**src/rtl/mem_access_unit.sv**
```systemverilog
// Load/store initiator for a word-wide data memory with a single write enable.
// Loads are sized and extended on capture. Sub-word stores are done as
// read-modify-write so that the other lanes of the word are preserved.
module mem_access_unit #(
    parameter int ADDR_W = 14
) (
    input  logic              clk,
    input  logic              rst_n,
    input  logic              req_valid_i,
    output logic              req_ready_o,
    input  logic              req_write_i,
    input  logic [2:0]        req_funct3_i,
    input  logic [31:0]       req_addr_i,
    input  logic [31:0]       req_wdata_i,
    output logic              resp_valid_o,
    output logic [31:0]       resp_rdata_o,
    output logic              resp_err_o,
    output logic              MemRead_o,
    output logic              MemWrite_o,
    output logic [ADDR_W-1:0] addr_o,
    output logic [31:0]       wdata_m_o,
    input  logic [31:0]       rdata_m_i
);

    typedef enum logic [2:0] {IDLE, RD, CAP, WR, RESP, ERR} state_t;

    state_t            state, nxt;
    logic              wr_q;
    logic [2:0]        f3_q;
    logic [ADDR_W-1:0] addr_q;
    logic [1:0]        off_q;
    logic [31:0]       wdata_q;
    logic [31:0]       rdata_q;

    logic        accept, illegal, misal, bad;
    logic [7:0]  byte_sel;
    logic [15:0] half_sel;
    logic [31:0] load_ext, merged;

    // Byte-address bits above the memory size wrap and are deliberately dropped.
    logic unused_addr_hi;
    assign unused_addr_hi = ^req_addr_i[31:ADDR_W+2];

    assign accept       = req_valid_i && (state == IDLE);
    assign resp_rdata_o = rdata_q;

    // Classify the incoming request: illegal size code or misaligned address.
    always_comb begin
        illegal = 1'b0;
        misal   = 1'b0;
        if (req_write_i)
            illegal = (req_funct3_i > 3'b010);
        else
            illegal = !(req_funct3_i inside {3'b000, 3'b001, 3'b010, 3'b100, 3'b101});
        case (req_funct3_i[1:0])
            2'b01:   misal = req_addr_i[0];
            2'b10:   misal = (req_addr_i[1:0] != 2'b00);
            default: misal = 1'b0;
        endcase
        bad = illegal || misal;
    end

    // Lane selection for loads and lane insertion for sub-word stores.
    always_comb begin
        byte_sel = rdata_m_i[{off_q, 3'b000} +: 8];
        half_sel = off_q[1] ? rdata_m_i[31:16] : rdata_m_i[15:0];
        case (f3_q)
            3'b000:  load_ext = {{24{byte_sel[7]}}, byte_sel};
            3'b001:  load_ext = {{16{half_sel[15]}}, half_sel};
            3'b100:  load_ext = {24'h0, byte_sel};
            3'b101:  load_ext = {16'h0, half_sel};
            default: load_ext = rdata_m_i;
        endcase
        merged = rdata_m_i;
        if (f3_q[0])
            merged[{off_q[1], 4'b0000} +: 16] = wdata_q[15:0];
        else
            merged[{off_q, 3'b000} +: 8] = wdata_q[7:0];
    end

    // State register; reset aborts any access in flight.
    always_ff @(posedge clk or negedge rst_n) begin
        if (!rst_n) state <= IDLE;
        else        state <= nxt;
    end

    // Next-state and strobe decode; strobes come straight from state so they
    // drop the instant reset is asserted.
    always_comb begin
        nxt          = state;
        req_ready_o  = 1'b0;
        MemRead_o    = 1'b0;
        MemWrite_o   = 1'b0;
        addr_o       = '0;
        wdata_m_o    = '0;
        resp_valid_o = 1'b0;
        resp_err_o   = 1'b0;
        case (state)
            IDLE: begin
                req_ready_o = 1'b1;
                if (accept) begin
                    if (bad)                                    nxt = ERR;
                    else if (req_write_i && req_funct3_i == 3'b010) nxt = WR;
                    else                                        nxt = RD;
                end
            end
            RD: begin
                MemRead_o = 1'b1;
                addr_o    = addr_q;
                nxt       = CAP;
            end
            CAP: begin
                addr_o = addr_q;
                nxt    = wr_q ? WR : RESP;
            end
            WR: begin
                MemWrite_o = 1'b1;
                addr_o     = addr_q;
                wdata_m_o  = wdata_q;
                nxt        = RESP;
            end
            RESP: begin
                resp_valid_o = 1'b1;
                nxt          = IDLE;
            end
            ERR: begin
                resp_valid_o = 1'b1;
                resp_err_o   = 1'b1;
                nxt          = IDLE;
            end
            default: nxt = IDLE;
        endcase
    end

    // Request latch, RMW merge buffer and response data register.
    always_ff @(posedge clk or negedge rst_n) begin
        if (!rst_n) begin
            wr_q    <= 1'b0;
            f3_q    <= '0;
            addr_q  <= '0;
            off_q   <= '0;
            wdata_q <= '0;
            rdata_q <= '0;
        end else begin
            if (accept) begin
                wr_q    <= req_write_i;
                f3_q    <= req_funct3_i;
                addr_q  <= req_addr_i[ADDR_W+1:2];
                off_q   <= req_addr_i[1:0];
                wdata_q <= req_wdata_i;
                if (bad) rdata_q <= '0;
            end
            if (state == CAP) begin
                if (wr_q) wdata_q <= merged;
                else      rdata_q <= load_ext;
            end
            if (state == WR) rdata_q <= '0;
        end
    end

endmodule
```
**config.mk**
```make
export PLATFORM = sky130hd
export DESIGN_NAME = mem_access_unit
export DESIGN_NICKNAME = d
export VERILOG_FILES = /design/src/rtl/mem_access_unit.sv
export SDC_FILE = /design/constraint.sdc
export NUM_CORES = 1
export LEC_CHECK = 0
export CORE_UTILIZATION = 40
export CTS_CLUSTER_SIZE = 20
export DETAILED_ROUTE_END_ITERATION = 10
export PLACE_DENSITY = 0.75
export SYNTH_ARGS = -nofsm -noshare
export SYNTH_HDL_FRONTEND = slang
export SYNTH_SLANG_ARGS = --single-unit
export TNS_END_PERCENT = 10
```
**constraint.sdc**
```tcl
create_clock -name clk -period 2.3 [get_ports clk]
set_input_delay 0.23 -clock clk [delete_from_list [all_inputs] [get_ports clk]]
set_output_delay 0.23 -clock clk [all_outputs]
set_load 0.01 [all_outputs]
```
After elaboration in Yosys (flattened, before gate mapping)
Cells that the tools add are included.

word-level totals
  register bits after elaboration = 87
  word-level logic and storage cells = 68

operators by class
  add/sub/neg operators = 2
  magnitude comparators = 1
  equality and inequality tests = 15
  shift-type cells = 5
  muxes and demuxes = 27
  reductions and logical operators = 11

operator list
  kind                                                                             count
  32-bit two-way mux                                                               10
  32-bit one-hot mux with 4 select lines                                           1
  32-bit bitwise mux                                                               2
  16-bit by 7-bit variable shift with 32-bit output, first input constant          1
  8-bit by 7-bit variable shift with 32-bit output, first input constant           1
  16-bit by 7-bit variable part select with 32-bit output                          1
  32-bit by 6-bit variable part select with 8-bit output                           1
  8-bit by 7-bit variable part select with 32-bit output                           1
  3-bit == test, second input constant                                             6
  16-bit two-way mux                                                               1
  14-bit two-way mux                                                               1
  5-bit negator with 7-bit output                                                  2
  3-bit one-hot mux with 4 select lines                                            1
  3-bit by 1-bit == test with 1-bit output, second input constant                  3
  3-bit by 2-bit == test with 1-bit output, second input constant                  3
  3-bit logical NOT                                                                3
  3-bit two-way mux                                                                3
  1-bit two-way mux                                                                6
  5-bit nonzero test                                                               1
  3-bit by 2-bit greater-than comparator with 1-bit output, second input constant  1
  3-bit OR reduction                                                               1
  2-bit by 1-bit == test with 1-bit output, second input constant                  1
  2-bit == test, second input constant                                             1
  1-bit logical AND                                                                2
  other kinds (7)                                                                  7

Depth between registers and ports, before layout
Gate-level depths: netlist of run 1.

  depth in word-level cells = 10
  depth in mapped cells = 9
  mapped depth without buffers = 6

Least setup slack after synthesis of run 1
Ideal clock, no wire load.

  path kind = register -> register
  start = register off_q[1]
  end = register wdata_q[10]
  library setup time = 0.126 ns
  arrival time = 2.149 ns
  path slack = 0.025 ns
  cell stages (with the launch flop) = 10
  buffers on the path = 3
  path through = dfrtp_1 -> buf_2 -> inv_1 -> clkbuf_1 -> ha_1 -> and4b_1 -> clkbuf_1 -> a221oi_1 -> a211oi_1 -> a221o_1

between the ends
  longest elaborated chain between the ends = 6

ends and longest elaborated chain
  element                                                                                RTL line  source
  from (decl)                                                                            31        logic [1:0] off_q;
  from (signal assigned)                                                                 149       off_q <= req_addr_i[1:0];
  5-bit negator with 7-bit output, on equally long branches                              76, 78
  16-bit by 7-bit variable part select with 32-bit output, or another cell as far along  76        merged[{off_q[1], 4'b0000} +: 16] = wdata_q[15:0];
  32-bit bitwise mux, on equally long branches                                           76, 78
  32-bit two-way mux *                                                                   75        if (f3_q[0])
  32-bit two-way mux *                                                                   154       if (wr_q) wdata_q <= merged;
  32-bit two-way mux *                                                                   153       if (state == CAP) begin
  to (signal assigned)                                                                   150       wdata_q <= req_wdata_i;
  to (signal assigned)                                                                   154
  to (decl)                                                                              32        logic [31:0] wdata_q;

Mark *: on every way between the ends. The rest lies on a longest branch, timed or not.
A chain may end at the register's enable or synchronous reset.

Worst setup path in the final report of run 1
  start = register state[1]
  end = output wdata_m_o[30]

between the ends
  longest elaborated chain between the ends = 2

ends and longest elaborated chain
  element                                   RTL line  source
  from (decl)                               27        state_t state, nxt;
  from (signal assigned)                    84        else state <= nxt;
  3-bit by 2-bit == test with 1-bit output  98        case (state)
  32-bit two-way mux                        98
  to (decl)                                 21        output logic [31:0] wdata_m_o,

Every way passes these cells.

==> results of run 1 <==
[registers in the layout, summed over array words and instances (netlist names)]
name / cells
addr_q: 14
f3_q: 3
wdata_q: 32
resp_rdata_o: 32
wr_q: 1
off_q: 2
state: 3
[final cells by class]
cell class,count,area [µm²]
inverters,11,41.3
well taps,172,215
multi-input cells,472,2920
flip-flops and latches,87,2180
clock inverters,3,18.8
clock buffers,12,256
fillers,1124,5230
repair buffers,200,1960
[cells in the final DEF (no fill, tap or decap), drive strengths merged, types with 12 or more instances in the layout]
cell type      count
a221o             24
a31oi             26
dfrtp             87
nand2            161
clkdlybuf4s50    168
or3               19
mux2i             20
buf               31
nor2              15
o21ai             18
o211ai            22
a21oi             22
clkbuf            12
and2              46
[path summary, 6_finish.rpt]
path,startpoint,endpoint,cells past startpoint
max in group asynchronous,rst_n,wdata_q[16]$_DFF_PN0_,3
worst max-delay path,state[1]$_DFFE_PN0P_,wdata_m_o[30],4
worst min register to register,addr_q[7]$_DFFE_PN0N_,addr_q[7]$_DFFE_PN0N_,2
worst min-delay path,req_addr_i[2],addr_q[0]$_DFFE_PN0N_,3
min in group asynchronous,rst_n,resp_rdata_o[4]$_DFF_PN0_,2
worst max register to register,f3_q[0]$_DFFE_PN0N_,resp_rdata_o[4]$_DFF_PN0_,5
[layer usage]
metal | up-vias | track usage | wire length, µm
met5 | - | 0 | 0
met4 | 0 | 0.0817 | 358
met3 | 21 | 0.0480 | 1290
met2 | 249 | 0.412 | 8240
met1 | 2650 | 0.377 | 8210
li1 | 2560 | - | -
[stage by stage]
| stage | total power, mW | setup slack [ns] | instances | util | hold WS, ns |
|---|---|---|---|---|---|
| floorplan | 5.77 | 0.0250 | 622 | - | -0.0656 |
| global placement | 7.71 | 0.156 | 941 | 0.570 | 0.284 |
| detailed placement | 7.85 | 0.136 | 941 | 0.570 | 0.289 |
| CTS | 9.26 | 0.0512 | 957 | 0.592 | 0.403 |
| global route | 9.89 | 0.00339 | 957 | 0.592 | 0.424 |
| finish | 9.26 | 0.0876 | 957 | 0.592 | 0.407 |
[logic make-up after synthesis]
family          synth area share
compound gates             0.224
mux                       0.0415
simple gates               0.260
fa+ha+maj                 0.0187
buf+inv                   0.0499
flops                      0.406
[power groups by stage]
stage | Combinational (mW) | Clock, mW | Sequential [mW]
after CTS | 4.95 | 1.39 | 2.92
after global placement | 4.79 | 0 | 2.91
final | 4.95 | 1.38 | 2.93
after floorplan | 3.00 | 0 | 2.77
after detailed placement | 4.91 | 0 | 2.94
after global routing | 5.42 | 1.45 | 3.02
[critical path, cell delays in order, from the launching register on]
cell             delay [ns]
dfrtp_2                0.46
and3b_2                0.26
buf_12                 0.20
and2_1                 0.16
clkdlybuf4s50_1        0.55
[what timing repair did]
| item | in CTS | in global routing |
|---|---|---|
| resized for setup | 1 | 1 |
| endpoints found under the setup margin | 27 | 30 |
| hold endpoints to repair | 47 | 0 |
| hold buffers | 1 | 0 |
==> flow_summary.yaml, run 1 <==
timing:
  setup_viol: 0
  hold_viol: 0
  clock_skew_ns: 0.00391
  period_share: 0.962
  relSlewSlack: 0.449
  grt_setup_unrepaired: "no"
  final.setup.tns_ns: 0
  fmax_ghz: 0.452
  worstMarginPinSlew_ns: 0.804
  drv_slew: 0
  post-route-min-period_ns: 2.21
worst_setup_path:
  regToRegSetupSlack_ns: 0.24
  cp_max_fo: 39
  start_kind: "flop"
  arrival_ns: 1.98
  worst-setup-path-type: "reg2out"
  critPathRequiredTime_ns: 2.07
  cp-end-kind: "primary output"
yosys:
  synthArstFlopShare: 1.00
  netlist.area_leader.share: 0.406
  synth_edf_count: 0
  synth_flop_cell: "dfrtp_1"
  synth-seq-area-share: 0.406
  syn_area_um2: 5360
  synth_most_common_cell: "nand2_1"
  ys_types: 52
  syn-num-nets: 733
  synth.ff_latch_count: 87
  ys_top_cells_by_area: "dfrtp_1 41%, nand2_1 11%, and2_1 5.4%"
  netlist_top_cells_count: "161 x nand2_1, 87 x dfrtp_1, 46 x and2_1, 32 x clkbuf_1, 26 x a31oi_1"
  yosysWarnings: 0
  synthCells: 622
  yosysTopAreaCell: "dfrtp_1"
  avgSynthCellArea_um2: 8.62
final_layout:
  area_growth_pct: 41.6
  layout-drive-gt1-share: 0.0739
  num_antenna_cells: 0
  finalInstanceArea_um2: 7590
  num-nets-final: 892
routing:
  vias: 5480
  avgRoutedWirePerCell_um: 18.9
  ant_nets: 0
  drc: 0
  dr.pass1.iters: 5
  finalWirelength_um: 18100
  drt_iter0_drc: 620
  viasPerCell: 5.73
global_route:
  grt-ovfl-total: 0
  grt_pass1_wl_um: 28900
  grt_pass1_vias: 5262
  antenna_found_initial: 0
  grt_max_degree: 49
  grt_usage: 0.266
placed_design:
  port_buffers: 169
  dp.final_hpwl_um: 13400
  gp_congestion: 0.897
  placed_area_um2: 7300
clock_tree:
  cts-htree-levels: 3
  cts.path.max_buffers: 2
  clock-sinks: 87
  cts_tree: "built"
  clk_latency_ns: 0.34
  clk_pin_slew_ns: 0.06
  cts-buffers-inserted: 9
  postCtsSetupRepairBufs: 0
  cts_root_buffer: "clkbuf_16"
outcome:
  status: "completed"
power_and_ir_drop:
  netSwitchingFraction: 0.413
  combPwrFrac: 0.534
  power.leakage_nw: 3.20
  max-vdd-ir-drop_mv: 0.843
  pwr-share-clk: 0.149
  p_sw_mw: 3.83
  power.density_nw_per_um2: 1220
  pwr-share-seq: 0.317
  intPower_mw: 5.44
die:
  io_pins: 186
  core_um2: 12800
  die_h_um: 118
  start_util: 0.418
  die-area_um2: 13900
  fp.dieW_um: 118
  core.rowCount: 41
run:
  drv_cap: 0
min_path:
  holdCritPathClass: "in2reg"
No activity file was read; power rests on OpenSTA's default activity.
==> run 2: changes to the inputs <==
CTS_BUF_LIST = sky130_fd_sc_hd__clkbuf_4   (was not set)
clock period = 2 ns   (was 2.3 ns; I/O delays follow)
==> flow_summary.yaml, run 2 (same netlist as run 1, synthesis figures left out) <==
outcome:
  status: "completed"
global_route:
  grt-ovfl-total: 0
  grt_max_degree: 51
  grt_usage: 0.275
  grt_pass1_wl_um: 29900
  grt_pass1_vias: 5465
  antenna_found_initial: 0
die:
  start_util: 0.418
  fp.dieW_um: 118
  core.rowCount: 41
  io_pins: 186
  core_um2: 12800
  die-area_um2: 13900
  die_h_um: 118
worst_setup_path:
  cp-end-kind: "primary output"
  cp-startpoint: "state[1]$_DFFE_PN0P_"
  r2r_cells: 6
  cp_slowest_stage_delay_ns: 0.43
  r2r_start: "off_q[0]$_DFFE_PN0N_"
  cp_max_fo: 31
  crit_buf_inv: 2
  start_kind: "flop"
  cp_top_family: "buffers and inverters"
  critPathRequiredTime_ns: 1.80
  path_cells: "and3b_2, buf_12, and2_1, dlygate4sd2_1"
  worst-setup-path-type: "reg2out"
  worst-path-stages: 4
  crit_slowest_cell: "dfrtp_1"
  arrival_ns: 1.77
timing:
  fmax_ghz: 0.508
  final.setup.tns_ns: 0
  post-route-min-period_ns: 1.97
  period_share: 0.984
  hold_viol: 0
  drv_slew: 0
  grt_setup_unrepaired: "yes"
  relSlewSlack: 0.597
  worstMarginPinSlew_ns: 0.603
  clock_skew_ns: 0.0191
  setup_viol: 0
  fin_ws_ns: 0.0320
routing:
  avgRoutedWirePerCell_um: 19.3
  ant_nets: 0
  dr.pass1.iters: 5
  drt_iter0_drc: 672
  vias: 5682
  drc: 0
  finalWirelength_um: 19000
  viasPerCell: 5.76
placed_design:
  placed_area_um2: 7510
  dp_slack_ns: -0.584
  gp_congestion: 0.893
  port_buffers: 169
  dp.final_hpwl_um: 14000
final_layout:
  area_growth_pct: 45.1
  fillers: 1111
  num_antenna_cells: 0
  postLayoutCoreUtil: 0.607
  layout-drive-gt1-share: 0.137
  num-nets-final: 921
  mostFrequentLayoutCell: "nand2_1"
  finalInstanceArea_um2: 7780
  final_cell_mix: "161 x nand2_1, 117 x clkdlybuf4s50_1, 86 x dfrtp_1"
power_and_ir_drop:
  p_total_mw: 10.6
  power.density_nw_per_um2: 1360
  power.leakage_nw: 3.43
  max-vdd-ir-drop_mv: 0.848
clock_tree:
  cts.path.max_buffers: 2
  cts_tree: "built"
  cts-htree-levels: 3
  clock-sinks: 87
  clk_latency_ns: 0.48
  clk_pin_slew_ns: 0.13
  cts_root_buffer: "clkbuf_4"
  cts-buffers-inserted: 9
run:
  drv_cap: 0
min_path:
  holdCritPathClass: "in2async"
run 2: cell count changes in the layout (fill, tap and decap cells not counted), sizes merged:
cell and change:
clkinv +1, buf +34, dlymetal6s2s +1, clkdlybuf4s15 +31
dlygate4sd2 +7, clkbuf +6, bufinv +1, clkdlybuf4s50 -51
run 2: metal layers:
metal	track usage	share of wire	up-vias
met5	0	0	-
met1	0.384	0.44	2729
met4	0.0962	0.028	0
met2	0.419	0.45	289
li1	-	-	2620
met3	0.0596	0.081	44
run 2: power by group:
part           switching [mW]  leakage (nW)  internal [mW]  total (mW)
sequential              0.769          1.10           2.60        3.37
clock                   0.621        0.0780          0.400        1.02
combinational            3.21          2.24           3.01        6.22
run 2: area by class of cell:
class | instances | area, µm² | share of cell area
flip-flops and latches | 87 | 2180 | 0.280
inverters | 11 | 41.3 | 0.00531
multi-input cells | 472 | 3010 | 0.387
well taps | 172 | 215 | 0.0277
repair buffers | 229 | 2200 | 0.283
clock buffers | 11 | 82.6 | 0.0106
clock inverters | 5 | 48.8 | 0.00627
run 2: what timing repair did:
item / in CTS / in global routing
setup buffers: 3 / 3
hold buffers: 1 / 0
hold endpoints to repair: 87 / 0
gates resized for setup: 82 / 64
cloned: 1 / 0
setup endpoints to repair: 98 / 85
pin swaps: 1 / 5
run 2: metrics by stage:
| stage | std cells | hold slack (ns) |
|---|---|---|
| 2_1_floorplan | 622 | -0.0956 |
| 3_3_place_gp | 964 | 0.0941 |
| 3_5_place_dp | 964 | 0.0974 |
| 4_1_cts | 985 | 0.112 |
| 5_1_grt | 987 | 0.132 |
| 6_report | 987 | 0.129 |
run 2: worst paths after layout:
kind / end / slack [ns]
worst max-delay path: wdata_m_o[31] / 0.03
worst min-delay path: wdata_q[4]$_DFFE_PN0P_ / 0.13
worst max register to register: wdata_q[12]$_DFFE_PN0P_ / 0.04
worst min register to register: addr_q[10]$_DFFE_PN0N_ / 0.48
max in group asynchronous: addr_q[12]$_DFFE_PN0N_ / 1.30
min in group clk: addr_q[12]$_DFFE_PN0N_ / 0.25
